## src/rtl/stack_sequencer_pkg.sv

```systemverilog
// Shared definitions for the stack sequencer and the PC mux: state encoding,
// pc_src codes, default interrupt vector, and the Moore output decode.
package stack_sequencer_pkg;

  localparam logic [15:0] VECTOR_ADDR_DEF = 16'h0000;

  typedef enum logic [1:0] {
    PC_HOLD = 2'b00,
    PC_VEC  = 2'b01,
    PC_MEM  = 2'b10,
    PC_CALL = 2'b11
  } pc_src_e;

  typedef enum logic [2:0] {
    IDLE,
    INT_PC,
    INT_CCR,
    INT_VEC,
    CALL_PUSH,
    RET_POP,
    RTI_CCR,
    RTI_PC
  } state_e;

  typedef struct packed {
    logic    push;
    logic    pop;
    logic    push_pc;
    logic    push_ccr;
    logic    stall;
    pc_src_e pc_src;
    logic    pc_write;
    logic    ccr_write;
    logic    int_ack;
  } ctrl_t;

  function automatic ctrl_t state_ctrl(input state_e s);
    ctrl_t c;
    c       = '0;
    c.stall = (s != IDLE);
    case (s)
      INT_PC:    begin c.push = 1'b1; c.push_pc = 1'b1; c.int_ack = 1'b1; end
      INT_CCR:   begin c.push = 1'b1; c.push_ccr = 1'b1; end
      INT_VEC:   begin c.pc_src = PC_VEC; c.pc_write = 1'b1; end
      CALL_PUSH: begin c.push = 1'b1; c.push_pc = 1'b1; c.pc_src = PC_CALL; c.pc_write = 1'b1; end
      RET_POP:   begin c.pop = 1'b1; c.pc_src = PC_MEM; c.pc_write = 1'b1; end
      RTI_CCR:   begin c.pop = 1'b1; c.ccr_write = 1'b1; end
      RTI_PC:    begin c.pop = 1'b1; c.pc_src = PC_MEM; c.pc_write = 1'b1; end
      default:   ;
    endcase
    return c;
  endfunction

endpackage

```

## src/rtl/stack_sequencer_depth_counter.sv

```systemverilog
// Outstanding stack-frame counter: saturates at 0 and MAX_DEPTH and reports
// whether one (call) or two (interrupt) more pushes still fit.
module stack_depth_counter #(
  parameter int MAX_DEPTH = 16,
  localparam int DW = $clog2(MAX_DEPTH + 1)
) (
  input  logic          clk_i,
  input  logic          rst_i,
  input  logic          inc_i,
  input  logic          dec_i,
  output logic [DW-1:0] depth_o,
  output logic          call_room_o,
  output logic          int_room_o
);

  localparam logic [DW-1:0] DMAX = DW'(MAX_DEPTH);

  logic [DW-1:0] depth_q, depth_d;

  always_comb begin
    depth_d = depth_q;
    if (inc_i && !dec_i && depth_q != DMAX)
      depth_d = depth_q + DW'(1);
    else if (dec_i && !inc_i && depth_q != '0)
      depth_d = depth_q - DW'(1);
  end

  always_ff @(posedge clk_i) begin
    if (rst_i) depth_q <= '0;
    else       depth_q <= depth_d;
  end

  assign depth_o     = depth_q;
  assign call_room_o = (32'(depth_q) + 32'd1) <= 32'(MAX_DEPTH);
  assign int_room_o  = (32'(depth_q) + 32'd2) <= 32'(MAX_DEPTH);

endmodule

```

## src/rtl/stack_sequencer.sv

```systemverilog
// Memory-stage stack sequencer for CALL/RET/RTI and interrupt entry; all
// outputs are registered and decoded from the state being entered.
module stack_sequencer
  import stack_sequencer_pkg::*;
#(
  parameter logic [15:0] VECTOR_ADDR = VECTOR_ADDR_DEF,
  parameter int          MAX_DEPTH   = 16
) (
  input  logic       clk,
  input  logic       rst,
  input  logic       int_req,
  input  logic       call_req,
  input  logic       ret_req,
  input  logic       rti_req,
  output logic       push,
  output logic       pop,
  output logic       pushPc,
  output logic       pushCCR,
  output logic       stall,
  output logic [1:0] pc_src,
  output logic       pc_write,
  output logic       ccr_write,
  output logic       int_ack,
  output logic       overflow
);

  localparam int DW = $clog2(MAX_DEPTH + 1);

  state_e        state_q, state_d;
  ctrl_t         ctrl_q, ctrl_d;
  logic          ovf_q, ovf_d;
  logic          pending_q, pending_d;
  logic          refused_q, refused_d;
  logic          int_prev_q;
  logic          int_want;
  logic          call_room, int_room;
  logic [DW-1:0] depth;

  stack_depth_counter #(.MAX_DEPTH(MAX_DEPTH)) u_depth (
    .clk_i      (clk),
    .rst_i      (rst),
    .inc_i      (ctrl_q.push),
    .dec_i      (ctrl_q.pop),
    .depth_o    (depth),
    .call_room_o(call_room),
    .int_room_o (int_room)
  );

  assign int_want = int_req | pending_q;

  always_comb begin
    state_d   = state_q;
    ovf_d     = 1'b0;
    refused_d = refused_q;
    pending_d = pending_q | (int_req & ~int_prev_q);
    case (state_q)
      IDLE: begin
        if (int_want && int_room) begin
          state_d = INT_PC;
        end else begin
          // A refused interrupt stays pending but must not block RET/RTI,
          // otherwise the stack could never drain; overflow fires once per refusal.
          if (int_want) begin
            pending_d = 1'b1;
            ovf_d     = ~refused_q;
            refused_d = 1'b1;
          end
          if (rti_req)       state_d = RTI_CCR;
          else if (ret_req)  state_d = RET_POP;
          else if (call_req) begin
            if (call_room) state_d = CALL_PUSH;
            else           ovf_d   = 1'b1;
          end
        end
      end
      INT_PC:  state_d = INT_CCR;
      INT_CCR: state_d = INT_VEC;
      RTI_CCR: state_d = RTI_PC;
      default: state_d = IDLE;
    endcase
    if (state_d == INT_PC) begin
      pending_d = 1'b0;
      refused_d = 1'b0;
    end
    ctrl_d = state_ctrl(state_d);
  end

  always_ff @(posedge clk) begin
    if (rst) begin
      state_q    <= IDLE;
      ctrl_q     <= '0;
      ovf_q      <= 1'b0;
      pending_q  <= 1'b0;
      refused_q  <= 1'b0;
      int_prev_q <= 1'b0;
    end else begin
      state_q    <= state_d;
      ctrl_q     <= ctrl_d;
      ovf_q      <= ovf_d;
      pending_q  <= pending_d;
      refused_q  <= refused_d;
      int_prev_q <= int_req;
    end
  end

  assign push      = ctrl_q.push;
  assign pop       = ctrl_q.pop;
  assign pushPc    = ctrl_q.push_pc;
  assign pushCCR   = ctrl_q.push_ccr;
  assign stall     = ctrl_q.stall;
  assign pc_src    = ctrl_q.pc_src;
  assign pc_write  = ctrl_q.pc_write;
  assign ccr_write = ctrl_q.ccr_write;
  assign int_ack   = ctrl_q.int_ack;
  assign overflow  = ovf_q;

endmodule

```

## config.mk

```make
export PLATFORM = sky130hd
export DESIGN_NAME = stack_sequencer
export DESIGN_NICKNAME = d
export VERILOG_FILES = /design/src/rtl/stack_sequencer_pkg.sv /design/src/rtl/stack_sequencer_depth_counter.sv /design/src/rtl/stack_sequencer.sv
export SDC_FILE = /design/constraint.sdc
export NUM_CORES = 1
export LEC_CHECK = 0
export BUFFER_PORTS_ARGS = -buffer_cell sky130_fd_sc_hd__buf_2
export CORE_ASPECT_RATIO = 0.7
export CORE_UTILIZATION = 40
export DETAILED_ROUTE_END_ITERATION = 10
export PLACE_DENSITY = 0.72
export SYNTH_ARGS = -nofsm -noshare
export SYNTH_HDL_FRONTEND = slang
export SYNTH_SLANG_ARGS = --single-unit
```

## constraint.sdc

```tcl
create_clock -name clk -period 2.7 [get_ports clk]
set_input_delay 0 -clock clk [delete_from_list [all_inputs] [get_ports clk]]
set_output_delay 0 -clock clk [all_outputs]
set_load 0.02 [all_outputs]
```

==> results of run 1 <==
-- placed cells by master, fill, tap and decap left out, types with 2 or more instances in the layout --
cell and n:
a211oi_1 2, o31ai_1 2, buf_4 2, nand3b_1 3, nand2_1 7, a31oi_1 3, nand2b_1 2, dlygate4sd3_1 2
clkbuf_8 4, inv_1 7, nand4b_1 2, mux2i_1 3, nand3_1 3, o21ai_1 2, buf_2 16, nor2b_1 3
ha_1 4, a21o_1 3, a2111oi_2 2, xnor2_1 3, dfxtp_1 22, o21ai_0 2, nor2_1 16, nor3b_1 2
a21oi_1 7, o21a_1 2, or2_2 2
-- metal layers --
metal	vias to the layer above	wire length [um]	share of wire
li1	481	-	-
met1	453	1130	0.50
met2	13	1030	0.46
met3	2	71	0.032
met4	0	11	0.0049
met5	-	0	0
-- through the flow --
stage                util  cell area, um^2
floorplan               -             1110
global placement    0.482             1230
detailed placement  0.482             1230
CTS                 0.512             1310
global route        0.512             1310
finish              0.512             1310
-- logic make-up after synthesis --
logic type | Yosys count | synth area share
flops | 22 | 0.396
buf+inv | 12 | 0.0416
simple gates | 48 | 0.237
fa+ha+maj | 5 | 0.0629
mux | 4 | 0.0472
compound gates | 30 | 0.192
xor+xnor | 3 | 0.0236
-- worst min-delay path by stage --
stage	from	endpoint	slack [ns]	cells after the start
floorplan	rst	pop	0.08	1
global placement	int_req	int_prev_q	0.24	2
detailed placement	int_req	int_prev_q	0.26	2
CTS	call_req	overflow	0.06	3
global route	call_req	overflow	0.09	3
finish	call_req	overflow	0.07	3
-- power by group through the flow --
stage,Combinational (mW),Sequential [mW],Clock [mW]
2_1_floorplan,0.604,0.578,0
6_report,0.809,0.558,0.232
3_5_place_dp,0.807,0.565,0
4_1_cts,0.815,0.557,0.238
5_1_grt,0.898,0.578,0.248
3_3_place_gp,0.791,0.558,0
-- final cells by class --
cell class,count,area share
flip-flops and latches,22,0.337
well taps,34,0.0326
multi-input cells,90,0.480
inverters,7,0.0201
clock buffers,4,0.0421
repair buffers,20,0.0881
-- worst max-delay path, cell delays in order, from the launching register on --
cell     delay [ns]
dfxtp_1        0.39
or4_4          0.56
o21ai_0        0.23
ha_1           0.31
a21o_1         0.18
a21oi_1        0.16
mux4_2         0.30
nor2b_1        0.13
==> impl_metrics.toml, run 1 <==
[min_path]
hold_path.class = "in2reg"

[clocking]
post_cts_buffers = 0
clock_tree.root_cell = "clkbuf_8"
holdBufCountCts = 2
htree_levels = 1
clk_pin_slew_worst_paths_ns = 0.08
cts_made_buffers = 3
cts_resized = 0
clockBufferDepth = 2
cts_tree = "yes"
cts_sinks = 22
clk-insertion-delay-late_ns = 0.26

[yosys]
yosys_warnings = 0
synth_edf_count = 0
ys_seq_area_frac = 0.396
synth_top_cells_by_count = "dfxtp_1 (22), nor2_1 (16), a21oi_1 (7), inv_1 (7), nand2_1 (7)"
yosysTopAreaCell = "dfxtp_1"
ys_types = 40
synthCells = 124
syn_area_per_cell_um2 = 8.98
synth_top_area_share = 0.396
syn-cell-area_um2 = 1110
synth_flop_cell = "dfxtp_1"
ys_ff_latch = 22
synthArstFlopShare = 0
yosys-top-cells-area = "dfxtp_1 (40%), nor2_1 (5.4%), ha_1 (4.5%)"
synth.most_common_cell = "dfxtp_1"
syn_nets = 135

[placement]
gp_congestion = 0.904
io_buffers = 16
dpl.hpwl_um = 1690
dp_cells = 171
preCtsSetupSlack_ns = 0.326

[layout]
multi_input_area_um2 = 627
antenna_cells = 0
nNetsFinal = 155
area_delta_synth_final_pct = 17.3
drive_gt1_frac = 0.210
largest_register_ffs = 5
fillers = 253
instances_no_fill = 177
seqCellArea_um2 = 440

[floorplanning]
io_pins = 17
die_area_um2 = 3000
rows = 15
core_area_um2 = 2550
die_h_um = 46.1
initial_utilization = 0.436
die_w_um = 65.1

[timing]
fin_skew_ns = 0.00575
setup_viol = 0
maxSlewViolCount = 0
maxSlewHeadroom = 0.647
hold_viol = 0
worst_pin_slew_ns = 0.526
fin_crit_ns = 2.37
layout_setup_ws_ns = 0.333
hold_ws_ns = 0.0680
rsz0062_at_grt = "no"
setup_tns_ns = 0
fmax_ghz = 0.423
fin_crit_sh = 0.877

[setup_path]
cp_data_arrival_time_ns = 2.52
r2r_slack_ns = 0.33
reg2regPathDepth = 7
worstPathMaxFanout = 7
r2r-start = "u_depth.depth_o[0]"
cp.required_ns = 2.85
path_class = "reg2reg"
crit_path_start_kind = "flip-flop"
crit_path_end = "u_depth.depth_o[4]"
endpoint_kind = "flip-flop"
startpoint = "u_depth.depth_o[0]"
rr_endpoint = "u_depth.depth_o[4]"

[global_routing]
antenna_found_initial = 0
grt_util_all_layers = 0.164
grt_util_met1 = 0.215
grt_max_degree = 15
grtUsageMet3 = 0.0446
overflow = 0
use_met2 = 0.271
grt_pass1_vias = 844
grt_pass1_wl_um = 3640
busiest_layer = "met2"

[routing]
vias = 949
firstDrtPassIters = 4
final_antenna_net_count = 0
drt_wl_total_um = 2240
drcViolationCount = 0
vias_per_cell = 5.36
wl_per_cell_um = 12.7
first_iter_violations = 30

[job]
cap_violations = 0

[power]
seqPwrFrac = 0.349
p_leak_nw = 0.575
internal-power_uw = 943
ir_drop_mv = 0.542
comb_power_share = 0.506
swShare = 0.410
power_mw = 1.60
p_sw_uw = 657
p_per_area_nw_per_um2 = 1220
power_frac_clock = 0.145

[status]
status = "finished, final reports clean"
No activity file was read; power rests on OpenSTA's default activity.
==> run 2, diff against run 1 <==
MAX_ROUTING_LAYER = met4   (was not set)
==> run 2 against run 1 <==
Largest power group unchanged. Critical path type unchanged. First-iteration DRC count unchanged. Largest cell class unchanged. Cell count unchanged. Clock-buffer cell count unchanged.
==> impl_metrics.toml, run 2 (same netlist as run 1, synthesis figures left out) <==
[status]
status = "finished, final reports clean"

[placement]
dpl.hpwl_um = 1690
dp_cells = 171
preCtsSetupSlack_ns = 0.326
gp_congestion = 0.920
io_buffers = 16

[global_routing]
grt_util_all_layers = 0.169
grt_max_degree = 15
grt_pass1_wl_um = 3660
overflow = 0
grt_pass1_vias = 842
antenna_found_initial = 0

[routing]
first_iter_violations = 30
drt_wl_total_um = 2230
final_antenna_net_count = 0
wl_per_cell_um = 12.6
firstDrtPassIters = 4
vias = 956
vias_per_cell = 5.40
drcViolationCount = 0

[clocking]
cts_sinks = 22
clock_tree.root_cell = "clkbuf_8"
post_cts_buffers = 0
holdBufCountCts = 2
clockBufferDepth = 2
cts_made_buffers = 3
cts_tree = "yes"
clk_pin_slew_worst_paths_ns = 0.08
cts_resized = 0
clk-insertion-delay-late_ns = 0.26
htree_levels = 1

[setup_path]
path_cells = "or4_4 > o21ai_0 > ha_1 > a21o_1 > a21oi_1 > mux4_2 > nor2b_1"
reg2regPathDepth = 7
path_depth = 7
endpoint_kind = "flip-flop"
path_class = "reg2reg"
worstPathMaxFanout = 9
cp_slowest_cell = "or4_4"
crit_path_max_incr_delay_ns = 0.53
critPathTopFamily = "simple AND/OR/NAND/NOR gates"
cp.required_ns = 2.85
crit_path_start_kind = "flip-flop"
cp_data_arrival_time_ns = 2.52
critPathBufInv = 0

[layout]
utilization = 0.512
instances_no_fill = 177
largest_register_ffs = 5
drive_gt1_frac = 0.210
antenna_cells = 0
nNetsFinal = 155
fillers = 253
final_common_cell = "dfxtp_1"
area_delta_synth_final_pct = 17.3
layout_common_cells = "dfxtp_1 (22), nor2_1 (16), buf_2 (16)"

[min_path]
min_delay_path_depth = 3
hold_path.class = "in2reg"

[floorplanning]
core_area_um2 = 2550
rows = 15
io_pins = 17
die_area_um2 = 3000
die_h_um = 46.1
die_w_um = 65.1
initial_utilization = 0.436

[power]
ir_drop_mv = 0.542
internal-power_uw = 943
seqPwrFrac = 0.349
p_leak_nw = 0.575
power_frac_clock = 0.144
swShare = 0.410
comb_power_share = 0.506
p_per_area_nw_per_um2 = 1220
p_sw_uw = 656

[timing]
maxSlewViolCount = 0
worst_pin_slew_ns = 0.520
fin_crit_ns = 2.37
fin_skew_ns = 0.00414
maxSlewHeadroom = 0.651
setup_viol = 0
fin_crit_sh = 0.878
rsz0062_at_grt = "no"
layout_setup_ws_ns = 0.330
setup_tns_ns = 0
fmax_ghz = 0.422
hold_ws_ns = 0.0693
hold_viol = 0

[job]
cap_violations = 0
-- run 2: power groups by stage --
stage               sequential, mW  clock [mW]  combinational [mW]
floorplan                    0.578           0               0.604
global placement             0.558           0               0.791
detailed placement           0.565           0               0.807
CTS                          0.557       0.238               0.815
global route                 0.578       0.248               0.898
finish                       0.559       0.231               0.809
-- run 2: worst paths after layout --
kind                   endpoint  slack, ns          startpoint
max          u_depth.depth_o[4]       0.33  u_depth.depth_o[1]
min                    overflow       0.07            call_req
max reg2reg  u_depth.depth_o[4]       0.33  u_depth.depth_o[1]
min reg2reg           refused_q       0.51           refused_q
-- run 2: layer usage --
metal | vias up | share of wire | global-route usage
met3 | 4 | 0.037 | 0.0446
li1 | 484 | - | -
met1 | 456 | 0.50 | 0.215
met2 | 12 | 0.46 | 0.271
met5 | - | 0 | -
met4 | 0 | 0.0085 | 0.0435
-- run 2: worst register-to-register path: stages (launching register included) --
cell	delay [ns]
dfxtp_1	0.41
or4_4	0.53
o21ai_0	0.23
ha_1	0.31
a21o_1	0.18
a21oi_1	0.16
mux4_2	0.30
nor2b_1	0.13
-- run 2: per-stage QoR --
stage	instance area, um^2	total power, mW
final	1310	1.60
after global routing	1310	1.72
after CTS	1310	1.61
after detailed placement	1230	1.37
after global placement	1230	1.35
after floorplan	1110	1.18
-- run 2: layout make-up --
| type | instances | area [um^2] | area share |
|---|---|---|---|
| multi-input combinational | 90 | 627 | 0.480 |
| sequential | 22 | 440 | 0.337 |
| timing repair buffer | 20 | 115 | 0.0881 |
| clock buffer | 4 | 55.1 | 0.0421 |
| tap | 34 | 42.5 | 0.0326 |
| inverter | 7 | 26.3 | 0.0201 |
==> run 3, diff against run 2 <==
CORE_MARGIN = 2   (was not set)
==> run 3 against run 2 <==
Clock-buffer cell count shrank 1. Largest power group unchanged. Via count shrank 2.2%. Highest routed layer unchanged. Clock power shrank 13%. Combinational power shrank 0.5%. Cell area shrank 2.4%.
==> impl_metrics.toml, run 3 (same netlist as run 1, synthesis figures left out) <==
[status]
status = "finished, final reports clean"

[routing]
first_iter_violations = 34
drt_wl_total_um = 2370
drcViolationCount = 0
firstDrtPassIters = 4
wl_per_cell_um = 13.6
vias_per_cell = 5.37
final_antenna_net_count = 0
vias = 935

[floorplanning]
rows = 15
core_area_um2 = 2550
die_area_um2 = 3230
die_w_um = 67.1
die_h_um = 48.1
initial_utilization = 0.436
io_pins = 17

[setup_path]
cp.required_ns = 2.85
cp_data_arrival_time_ns = 2.51
critPathTopFamily = "simple AND/OR/NAND/NOR gates"
crit_path_start_kind = "flip-flop"
path_depth = 7
endpoint_kind = "flip-flop"
crit_path_max_incr_delay_ns = 0.56
path_class = "reg2reg"
reg2regPathDepth = 7
worstPathMaxFanout = 7
critPathBufInv = 0
path_cells = "or4_4 > o21ai_0 > ha_1 > a21o_1 > a21oi_1 > mux4_2 > nor2b_1"
cp_slowest_cell = "or4_4"

[clocking]
holdBufCountCts = 1
cts_made_buffers = 3
htree_levels = 1
cts_tree = "yes"
post_cts_buffers = 0
clk_pin_slew_worst_paths_ns = 0.07
cts_sinks = 22
clock_tree.root_cell = "clkbuf_8"
clockBufferDepth = 2
clk-insertion-delay-late_ns = 0.26
cts_resized = 0

[placement]
place_area_um2 = 1220
io_buffers = 16
dpl.hpwl_um = 1720
gp_congestion = 0.885

[timing]
rsz0062_at_grt = "no"
setup_viol = 0
maxSlewViolCount = 0
hold_viol = 0
setup_tns_ns = 0
maxSlewHeadroom = 0.643
fin_crit_sh = 0.874
fin_crit_ns = 2.36
fmax_ghz = 0.424
worst_pin_slew_ns = 0.535
fin_skew_ns = 0.00319
hold_ws_ns = 0.00941

[power]
comb_power_share = 0.513
power_mw = 1.57
p_leak_nw = 0.559
p_sw_uw = 663
power_frac_clock = 0.127
swShare = 0.423
ir_drop_mv = 0.596
p_per_area_nw_per_um2 = 1230
seqPwrFrac = 0.359
internal-power_uw = 904

[global_routing]
grt_max_degree = 15
overflow = 0
grt_util_all_layers = 0.162
grt_pass1_wl_um = 3710
antenna_found_initial = 0
grt_pass1_vias = 852

[layout]
final_common_cell = "dfxtp_1"
layout_common_cells = "dfxtp_1 (22), nor2_1 (16), buf_2 (16)"
nNetsFinal = 153
largest_register_ffs = 5
drive_gt1_frac = 0.200
utilization = 0.500
area_delta_synth_final_pct = 14.5
design_area_um2 = 1270
antenna_cells = 0

[min_path]
min_delay_path_depth = 3
hold_path.class = "in2reg"

[job]
cap_violations = 0
[run 3: cell count changes in the layout (fill, tap and decap cells not counted), sizes merged]
cell | before | now
dlygate4sd3 | 2 | 1
clkbuf | 4 | 3
buf | 18 | 17
[run 3: worst paths after layout]
kind	startpoint	to	slack [ns]
setup / recovery	u_depth.depth_o[0]	u_depth.depth_o[4]	0.34
hold / removal	rti_req	ccr_write	0.009
setup reg to reg	u_depth.depth_o[0]	u_depth.depth_o[4]	0.34
hold reg to reg	refused_q	refused_q	0.50
[run 3: stage by stage]
stage / setup slack [ns] / std cells
finish: 0.340 / 174
global route: 0.217 / 174
CTS: 0.346 / 174
detailed placement: 0.352 / 170
global placement: 0.401 / 170
floorplan: 0.193 / 124
[run 3: final cells by class]
type                    instances  area (um^2)
clock buffers                   3         41.3
flip-flops and latches         22          440
fillers                       250         1280
multi-input cells              90          627
well taps                      34         42.5
inverters                       7         26.3
repair buffers                 18         97.6
[run 3: power by group through the flow]
| stage | registers (mW) | clock network [mW] | logic [mW] |
|---|---|---|---|
| finish | 0.563 | 0.200 | 0.805 |
| global route | 0.581 | 0.218 | 0.889 |
| CTS | 0.561 | 0.204 | 0.805 |
| detailed placement | 0.566 | 0 | 0.799 |
| global placement | 0.558 | 0 | 0.779 |
| floorplan | 0.578 | 0 | 0.604 |
[run 3: layer usage]
metal | vias up | part of all wire | wire length (um) | GRT usage
met5 | - | 0 | 0 | -
met4 | 0 | 0.0059 | 14 | 0.0612
met3 | 2 | 0.049 | 117 | 0.0346
met2 | 20 | 0.47 | 1110 | 0.253
met1 | 436 | 0.48 | 1130 | 0.209
li1 | 477 | - | - | -
[run 3: worst register-to-register path, cell delays in order, from the launching register on]
cell and delay (ns):
dfxtp_1 0.39, or4_4 0.56, o21ai_0 0.22, ha_1 0.31, a21o_1 0.19, a21oi_1 0.16
mux4_2 0.29, nor2b_1 0.13
